[src/rtl/branch_predict_unit.sv]
// Direction predictor: a table of 2-bit saturating counters looked up at fetch and
// trained by branches resolved in execute. Optional statistics under BPU_STATS_EN.
module branch_predict_unit #(
  parameter int XLEN        = 32,
  parameter int BHT_ENTRIES = 64
) (
  input  logic            clk,
  input  logic            rst,
  input  logic            pred_valid,
  input  logic [XLEN-1:0] pred_pc,
  output logic            pred_taken,
  output logic            pred_out_valid,
  input  logic            res_valid,
  input  logic [XLEN-1:0] res_pc,
  input  logic [6:0]      res_opcode,
  input  logic [2:0]      res_funct3,
  input  logic [XLEN-1:0] res_rs1,
  input  logic [XLEN-1:0] res_rs2,
  input  logic            res_pred_taken,
  output logic            res_taken,
  output logic            res_mispredict,
  output logic            res_illegal,
  output logic [31:0]     stat_branches,
  output logic [31:0]     stat_mispredicts
);
  localparam int         IDX       = $clog2(BHT_ENTRIES);
  localparam logic [6:0] OP_BRANCH = 7'b1100011;

  logic [BHT_ENTRIES-1:0][1:0] bht_q;
  logic [IDX-1:0] p_idx, r_idx;
  logic           is_br, illegal, legal, cond;
  logic [1:0]     ctr_cur, ctr_nxt, p_ctr;

  logic pred_taken_q, pred_taken_d, pred_vld_q;
  logic res_taken_q, res_taken_d, res_misp_q, res_misp_d, res_ill_q, res_ill_d;

  assign p_idx = pred_pc[IDX+1:2];
  assign r_idx = res_pc[IDX+1:2];

  // Upper and byte-offset PC bits never reach the table.
  logic unused_pc_bits;
  assign unused_pc_bits = ^{pred_pc[XLEN-1:IDX+2], pred_pc[1:0],
                            res_pc[XLEN-1:IDX+2], res_pc[1:0]};

  assign is_br   = res_valid && (res_opcode == OP_BRANCH);
  assign illegal = is_br && (res_funct3 == 3'b010 || res_funct3 == 3'b011);
  assign legal   = is_br && !illegal;

  always_comb begin
    cond = 1'b0;
    case (res_funct3)
      3'b000:  cond = (res_rs1 == res_rs2);
      3'b001:  cond = (res_rs1 != res_rs2);
      3'b100:  cond = ($signed(res_rs1) <  $signed(res_rs2));
      3'b101:  cond = ($signed(res_rs1) >= $signed(res_rs2));
      3'b110:  cond = (res_rs1 <  res_rs2);
      3'b111:  cond = (res_rs1 >= res_rs2);
      default: cond = 1'b0;
    endcase
  end

  always_comb begin
    ctr_cur = bht_q[r_idx];
    ctr_nxt = ctr_cur;
    if (cond && ctr_cur != 2'b11)       ctr_nxt = ctr_cur + 2'd1;
    else if (!cond && ctr_cur != 2'b00) ctr_nxt = ctr_cur - 2'd1;
  end

  // Same-index lookup sees the counter as it will be after this edge's update.
  always_comb begin
    p_ctr = bht_q[p_idx];
    if (legal && (p_idx == r_idx)) p_ctr = ctr_nxt;
  end

  assign pred_taken_d = pred_valid & p_ctr[1];
  assign res_taken_d  = legal & cond;
  assign res_misp_d   = legal & (cond != res_pred_taken);
  assign res_ill_d    = illegal;

  always_ff @(posedge clk) begin
    if (rst) begin
      for (int i = 0; i < BHT_ENTRIES; i++) bht_q[i] <= 2'b01;
    end else if (legal) begin
      bht_q[r_idx] <= ctr_nxt;
    end
  end

  always_ff @(posedge clk) begin
    if (rst) begin
      pred_taken_q <= 1'b0;
      pred_vld_q   <= 1'b0;
      res_taken_q  <= 1'b0;
      res_misp_q   <= 1'b0;
      res_ill_q    <= 1'b0;
    end else begin
      pred_taken_q <= pred_taken_d;
      pred_vld_q   <= pred_valid;
      res_taken_q  <= res_taken_d;
      res_misp_q   <= res_misp_d;
      res_ill_q    <= res_ill_d;
    end
  end

  assign pred_taken     = pred_taken_q;
  assign pred_out_valid = pred_vld_q;
  assign res_taken      = res_taken_q;
  assign res_mispredict = res_misp_q;
  assign res_illegal    = res_ill_q;

`ifdef BPU_STATS_EN
  logic [31:0] stat_br_q, stat_mp_q;

  always_ff @(posedge clk) begin
    if (rst) begin
      stat_br_q <= '0;
      stat_mp_q <= '0;
    end else begin
      if (legal && stat_br_q != '1)              stat_br_q <= stat_br_q + 32'd1;
      if (legal && res_misp_d && stat_mp_q != '1) stat_mp_q <= stat_mp_q + 32'd1;
    end
  end

  assign stat_branches    = stat_br_q;
  assign stat_mispredicts = stat_mp_q;
`else
  assign stat_branches    = '0;
  assign stat_mispredicts = '0;
`endif

endmodule

[config.mk]
export PLATFORM = sky130hd
export DESIGN_NAME = branch_predict_unit
export DESIGN_NICKNAME = d
export VERILOG_FILES = /design/src/rtl/branch_predict_unit.sv
export SDC_FILE = /design/constraint.sdc
export NUM_CORES = 1
export LEC_CHECK = 0
export ABC_AREA = 0
export BUFFER_PORTS_ARGS = -buffer_cell sky130_fd_sc_hd__buf_2
export CORE_UTILIZATION = 34
export CTS_CLUSTER_SIZE = 30
export DETAILED_ROUTE_END_ITERATION = 10
export GPL_TIMING_DRIVEN = 0
export PLACE_DENSITY = 0.56
export SLEW_MARGIN = 20
export SYNTH_ARGS = -nofsm -noshare
export SYNTH_HDL_FRONTEND = slang
export SYNTH_SLANG_ARGS = --single-unit
[constraint.sdc]
create_clock -name clk -period 9.55 [get_ports clk]
set_input_delay 1.4325 -clock clk [delete_from_list [all_inputs] [get_ports clk]]
set_output_delay 1.4325 -clock clk [all_outputs]
set_load 0.1 [all_outputs]
# == Word level (Yosys, flattened, before mapping) ==
# Index checks and enable logic that the tools add are counted.
# word_totals
register_bits,133
in_bits,143
out_inout_bits,69
word_cells,117
# classes
add_sub_neg,2
magnitude_cmp,7
eq_ne,13
mux,11
bitwise_logic,3
reduce_logical,12
# op_table
op,count
bitwise mux 128 bit,1
>= comparator 32 bit,2
less-than comparator 32 bit,2
== test 32 bit,1
!= test 32 bit,1
binary-select mux 2 bit (select 6 bit),2
"less-than comparator 6 x 7 -> 1 bit, second input constant",2
demux 2 bit (select 6 bit),1
"== test 3 bit, second input constant",4
2-to-1 mux 2 bit,6
"== test 7 bit, second input constant",1
logical AND 1 bit,7
"== test 3 x 2 -> 1 bit, second input constant",2
== test 6 bit,1
">= comparator 6 x 1 -> 1 bit, second input constant",1
one-hot mux 1 bit (6 select lines),1
AND 1 bit,3
"== test 3 x 1 -> 1 bit, second input constant",1
logical NOT 3 bit,1
"adder 2 x 1 -> 2 bit, second input constant",1
logical NOT 1 bit,2
"!= test 2 bit, second input constant",1
nonzero test 2 bit,1
"subtractor 2 x 1 -> 2 bit, second input constant",1
2 further kinds,2

# == Logic depth before layout (Yosys ltp) ==
# logic_depth
word_depth,8
depth_mapped,16
mapped_depth_nobuf,13

# == Worst setup path before layout ==
# Ideal clock, no wire load.
# synth_path
path_type,input-to-reg
startpoint,input res_pc[2]
endpoint,register bht_q[86] in the netlist's numbering
setup_time_ps,152
arrival_ps,4010
required_time_ps,9398
setup_slack_ps,5388
path_stages,15
path_buffers,4
path_cell_list,buf_4 -> buf_6 -> clkinv_1 -> a221oi_1 -> a31oi_1 -> o21ai_0 -> o21ai_0 -> nor4_4 -> inv_1 -> ha_1 -> mux2i_2 -> xor2_1 -> buf_6 -> buf_6 -> o311ai_2
# synth_between
elab_chain_cells,7
elab_cells_between_ends,16
cone_classes,add/sub: 2; order compare: 2; eq/ne: 1; mux: 7; reduce/logical: 4
# synth_rtl
element,line_no,source
from (decl),14,"input logic [XLEN-1:0] res_pc,"
"parallel branches: the longest is 6 deep, another holds subtractor 2 x 1 -> 2 bit",n/a,
bitwise mux 128 bit *,84,bht_q[r_idx] <= ctr_nxt;
"to (signal, indexed assignment)",84,
to (decl),29,logic [BHT_ENTRIES-1:0][1:0] bht_q;
# Mark *: on every way between the ends. The select of a mux whose other input is x is not followed.
# A chain may end at the register's enable or synchronous reset.

# == Final worst setup path ==
# layout_path
startpoint,input res_pc[3]
endpoint,register bht_q[33] in the netlist's numbering
# Same word-level chain as after synthesis.

==> impl_metrics.yaml <==
floorplan:
  fp.dieW_um: 160.8
  placementRows: 57
  fp.dieArea_um2: 25860
  ios: 212
  initial_utilization: 0.3494
  die_extent_in_y_um: 160.8
  core_um2: 24530
cts:
  htree_num_levels: 4
  post_cts.resized_instances: 0
  clk_pin_slew_worst_paths_ps: 60
  cts_hold_buffers: 0
  clk_latency_ps: 430
  clock_tree_from_tritoncts: "yes"
  cts-root-to-sink-buffers: 2
  tritoncts_buffers: 17
  clockRootBuffer: "sky130_fd_sc_hd__clkbuf_16"
  post-cts-setup-buffer-count: 0
  cts.sinks: 133
timing:
  fin_worst_skew_ps: 10.74
  final_min_period_over_clock_period: 0.5219
  post-route-min-period_ps: 4984
  tightest_slew_ps: 942.0
  smallest_setup_slack_after_layout_ps: 4566
  finalMaxSlewViolations: 0
  fin_setup_tns_ps: 0
  fmaxAchievable_ghz: 0.2006
  report.final.setup_viol: 0
  finalHoldViolations: 0
  setup_repair_after_global_routing_missed_its_margin: "false"
  timing.max_slew.rel_slack: 0.3720
layout:
  finalNetCount: 1273
  layout.cells.most_common: "sky130_fd_sc_hd__dfxtp_1"
  finish.utilization: 0.4167
  number_of_filler_instances_in_the_final_layout: 2476
  multi_input_area_um2: 5161
  share_of_final_layout_standard_cells_stronger_than_drive_strength_1: 0.2489
  ff_latch_area_um2: 2663
  layout.cell_area.non_filler_um2: 10220
  commonest_cells_after_routing_fill_and_taps_aside: "sky130_fd_sc_hd__dfxtp_1 (133), sky130_fd_sc_hd__buf_2 (104), sky130_fd_sc_hd__buf_4 (71)"
  area.growth.synth_to_final_pct: 19.25
grt:
  grt_first_pass_wirelength_mm: 41.26
  number_of_antenna_violations_at_the_first_check_in_global_routing: 1
  pin_count_of_the_biggest_net_entering_global_routing: 17
  globalRouteOverflowTotal: 0
  grt_use_total: 0.2103
  first_global_vias: 7101
worst_setup_path:
  crit_path_end: "bht_q[33]"
  critical_path_arrival_ps: 5320
  worst-path-buf-inv: 4
  reg2reg_setup_slack_ps: 6170
  end_kind: "flip-flop"
  sequence_of_cells_on_the_critical_path: "buf_2, buf_4, inv_1, nor2_1, a221oi_1, a31oi_1, o21ai_0, o21ai_0, nor4_4, ha_1, nor2b_1, mux2i_1, nand3b_2, buf_2, o21ai_0"
  worst_r2r_startpoint: "bht_q[18]"
  critical_path_class: "input pin to flip-flop"
  timing.critical_path.fanout_max: 10
  critical-path-slowest-cell: "sky130_fd_sc_hd__nor4_4"
  cp_data_required_time_ps: 9890
  cpLargestDelayFamily: "simple AND/OR/NAND/NOR gates"
  r2r_end: "bht_q[33]"
  r2r.worst_path.cells: 11
  critical_path.max_stage_delay_ps: 530
  worstSetupPathDepth: 15
  crit_top_cell: "sky130_fd_sc_hd__o21ai_0"
  setup.worst_path.start: "res_pc[3]"
  worstSetupStartpointType: "input pin"
pwr:
  netSwitchingPower_uw: 544.3
  power.density_cell_area_nw_per_um2: 153.0
  power_mw: 1.565
  cell_internal_pwr_mw: 1.020
  leakage_nw: 4.014
  combinationalPowerShare: 0.243
  pwr-share-seq: 0.355
  ir_worst_vdd_mv: 0.1318
  share_clk_of_total_power: 0.402
  power.switching_fraction: 0.3479
worst_hold_path:
  hold_path.class: "flip-flop to flip-flop"
outcome:
  run_status: "complete, no violations"
route:
  postRouteWirelength_mm: 27.04
  postRouteAntennaNets: 0
  dr_total_vias: 7515
  first_iter_violations: 636
  viasPerCell: 5.241
  route.detailed.wl_per_inst_um: 18.85
  post-route-drc-count: 0
  drtPass1Iterations: 5
synth:
  count_of_flip_flops_with_a_built_in_enable_after_synthesis: 0
  synth_adder_area_share: 0.04962
  synth_cells: 924
  ys_seq_elements: 133
  synth_compound_area_frac: 0.1605
  ys.flop_type: "sky130_fd_sc_hd__dfxtp_1"
  synthesis.area_per_instance_um2: 9.278
  synthesis.area_um2: 8573
  synth.yosys.seq_area_share: 0.3106
  basic_gate_share_of_the_synthesized_area_counting_and_or_nand_and_nor_cells: 0.1740
  main_combinational_cell_family_by_area_after_synthesis: "multiplexers"
  synth_xor_xnor_area_share: 0.01007
  async_flop_share: 0
  post_synth_mux_area_share: 0.1798
  ys.warnings.count: 0
  yosysUniqueCellTypes: 67
place:
  area_after_dpl_um2: 9666
  dp_wirelength_mm: 20.03
  dpl_worst_slack_ps: 4277
  io_buffers: 90
  gp_routability_congestion: 0.9766
job:
  max_cap_viol_count: 0
[cells in the mapped netlist, types with 9 or more instances]
cell type,n,share of area
sky130_fd_sc_hd__nor3_1,13,0.0076
sky130_fd_sc_hd__nand2b_1,54,0.039
sky130_fd_sc_hd__dfxtp_1,133,0.31
sky130_fd_sc_hd__nand2_1,39,0.017
sky130_fd_sc_hd__o21ai_0,58,0.034
sky130_fd_sc_hd__nand3_1,10,0.0058
sky130_fd_sc_hd__clkbuf_1,34,0.015
sky130_fd_sc_hd__buf_4,71,0.062
sky130_fd_sc_hd__ha_1,34,0.050
sky130_fd_sc_hd__inv_1,43,0.019
sky130_fd_sc_hd__nor2b_1,33,0.024
sky130_fd_sc_hd__buf_2,14,0.0082
sky130_fd_sc_hd__a211o_1,26,0.027
sky130_fd_sc_hd__nor2_1,69,0.030
sky130_fd_sc_hd__nand3b_1,17,0.015
sky130_fd_sc_hd__o311ai_1,9,0.0092
sky130_fd_sc_hd__mux2i_1,66,0.077
sky130_fd_sc_hd__mux4_2,35,0.092
sky130_fd_sc_hd__a21oi_1,30,0.018
sky130_fd_sc_hd__a221oi_1,9,0.0092
[worst min path at each step]
stage          startpoint         end  slack (ps)  cells after the start
3_5_place_dp    bht_q[50]   bht_q[50]         460                      2
5_1_grt         bht_q[65]   bht_q[65]         510                      2
6_report        bht_q[58]   bht_q[58]         480                      2
4_1_cts         bht_q[50]   bht_q[50]         470                      2
2_1_floorplan  bht_q[114]  bht_q[114]         430                      2
3_3_place_gp    bht_q[56]   bht_q[56]         450                      2
[sequential cells by signal, indices dropped and copies added (netlist names)]
signal / cells
bht_q: 128
pred_out_valid: 1
pred_taken: 1
res_illegal: 1
res_mispredict: 1
res_taken: 1
[layout make-up]
type	instances	share of cell area
Antenna cell	1	0.0002448
Clock inverter	15	0.01273
Buffer	129	0.08028
Sequential cell	133	0.2604
Inverter	44	0.01615
Clock buffer	17	0.04161
Tap cell	324	0.03965
Timing Repair Buffer	90	0.04406
Multi-Input combinational cell	681	0.5048
[power groups by stage]
stage,clock (mW),sequential [mW],combinational [mW]
after detailed placement,0,0.567,0.377
after CTS,0.634,0.555,0.378
final,0.629,0.555,0.381
after floorplan,0,0.569,0.289
after global placement,0,0.567,0.376
after global routing,0.661,0.555,0.401
[through the flow]
stage / hold WS [ps] / instances
2_1_floorplan: 433.9 / 987
3_3_place_gp: 450.4 / 1401
3_5_place_dp: 461.8 / 1401
4_1_cts: 474.4 / 1433
5_1_grt: 506.8 / 1434
6_report: 478.2 / 1434
[layer usage]
layer	part of all wire	track usage
met1	0.43	0.2747
met2	0.45	0.3331
met3	0.088	0.04985
met4	0.032	0.08491
met5	0	0
[worst register-to-register path, delay by kind of cell (launching register included)]
family | cells | cell delay, ps
compound gates | 5 | 1090
flops | 1 | 320
fa+ha+maj | 1 | 340
buf+inv | 1 | 330
simple gates | 3 | 1010
mux | 1 | 210
[cell families (layout without fill, tap and decap cells)]
group | count (synthesis) | in the layout
simple gates | 271 | 271
compound gates | 194 | 194
buf+inv | 173 | 295
flops | 133 | 133
mux | 109 | 109
fa+ha+maj | 34 | 34
xor+xnor | 9 | 9
other cells | 1 | 65
Power figures use the tool's default switching activity.
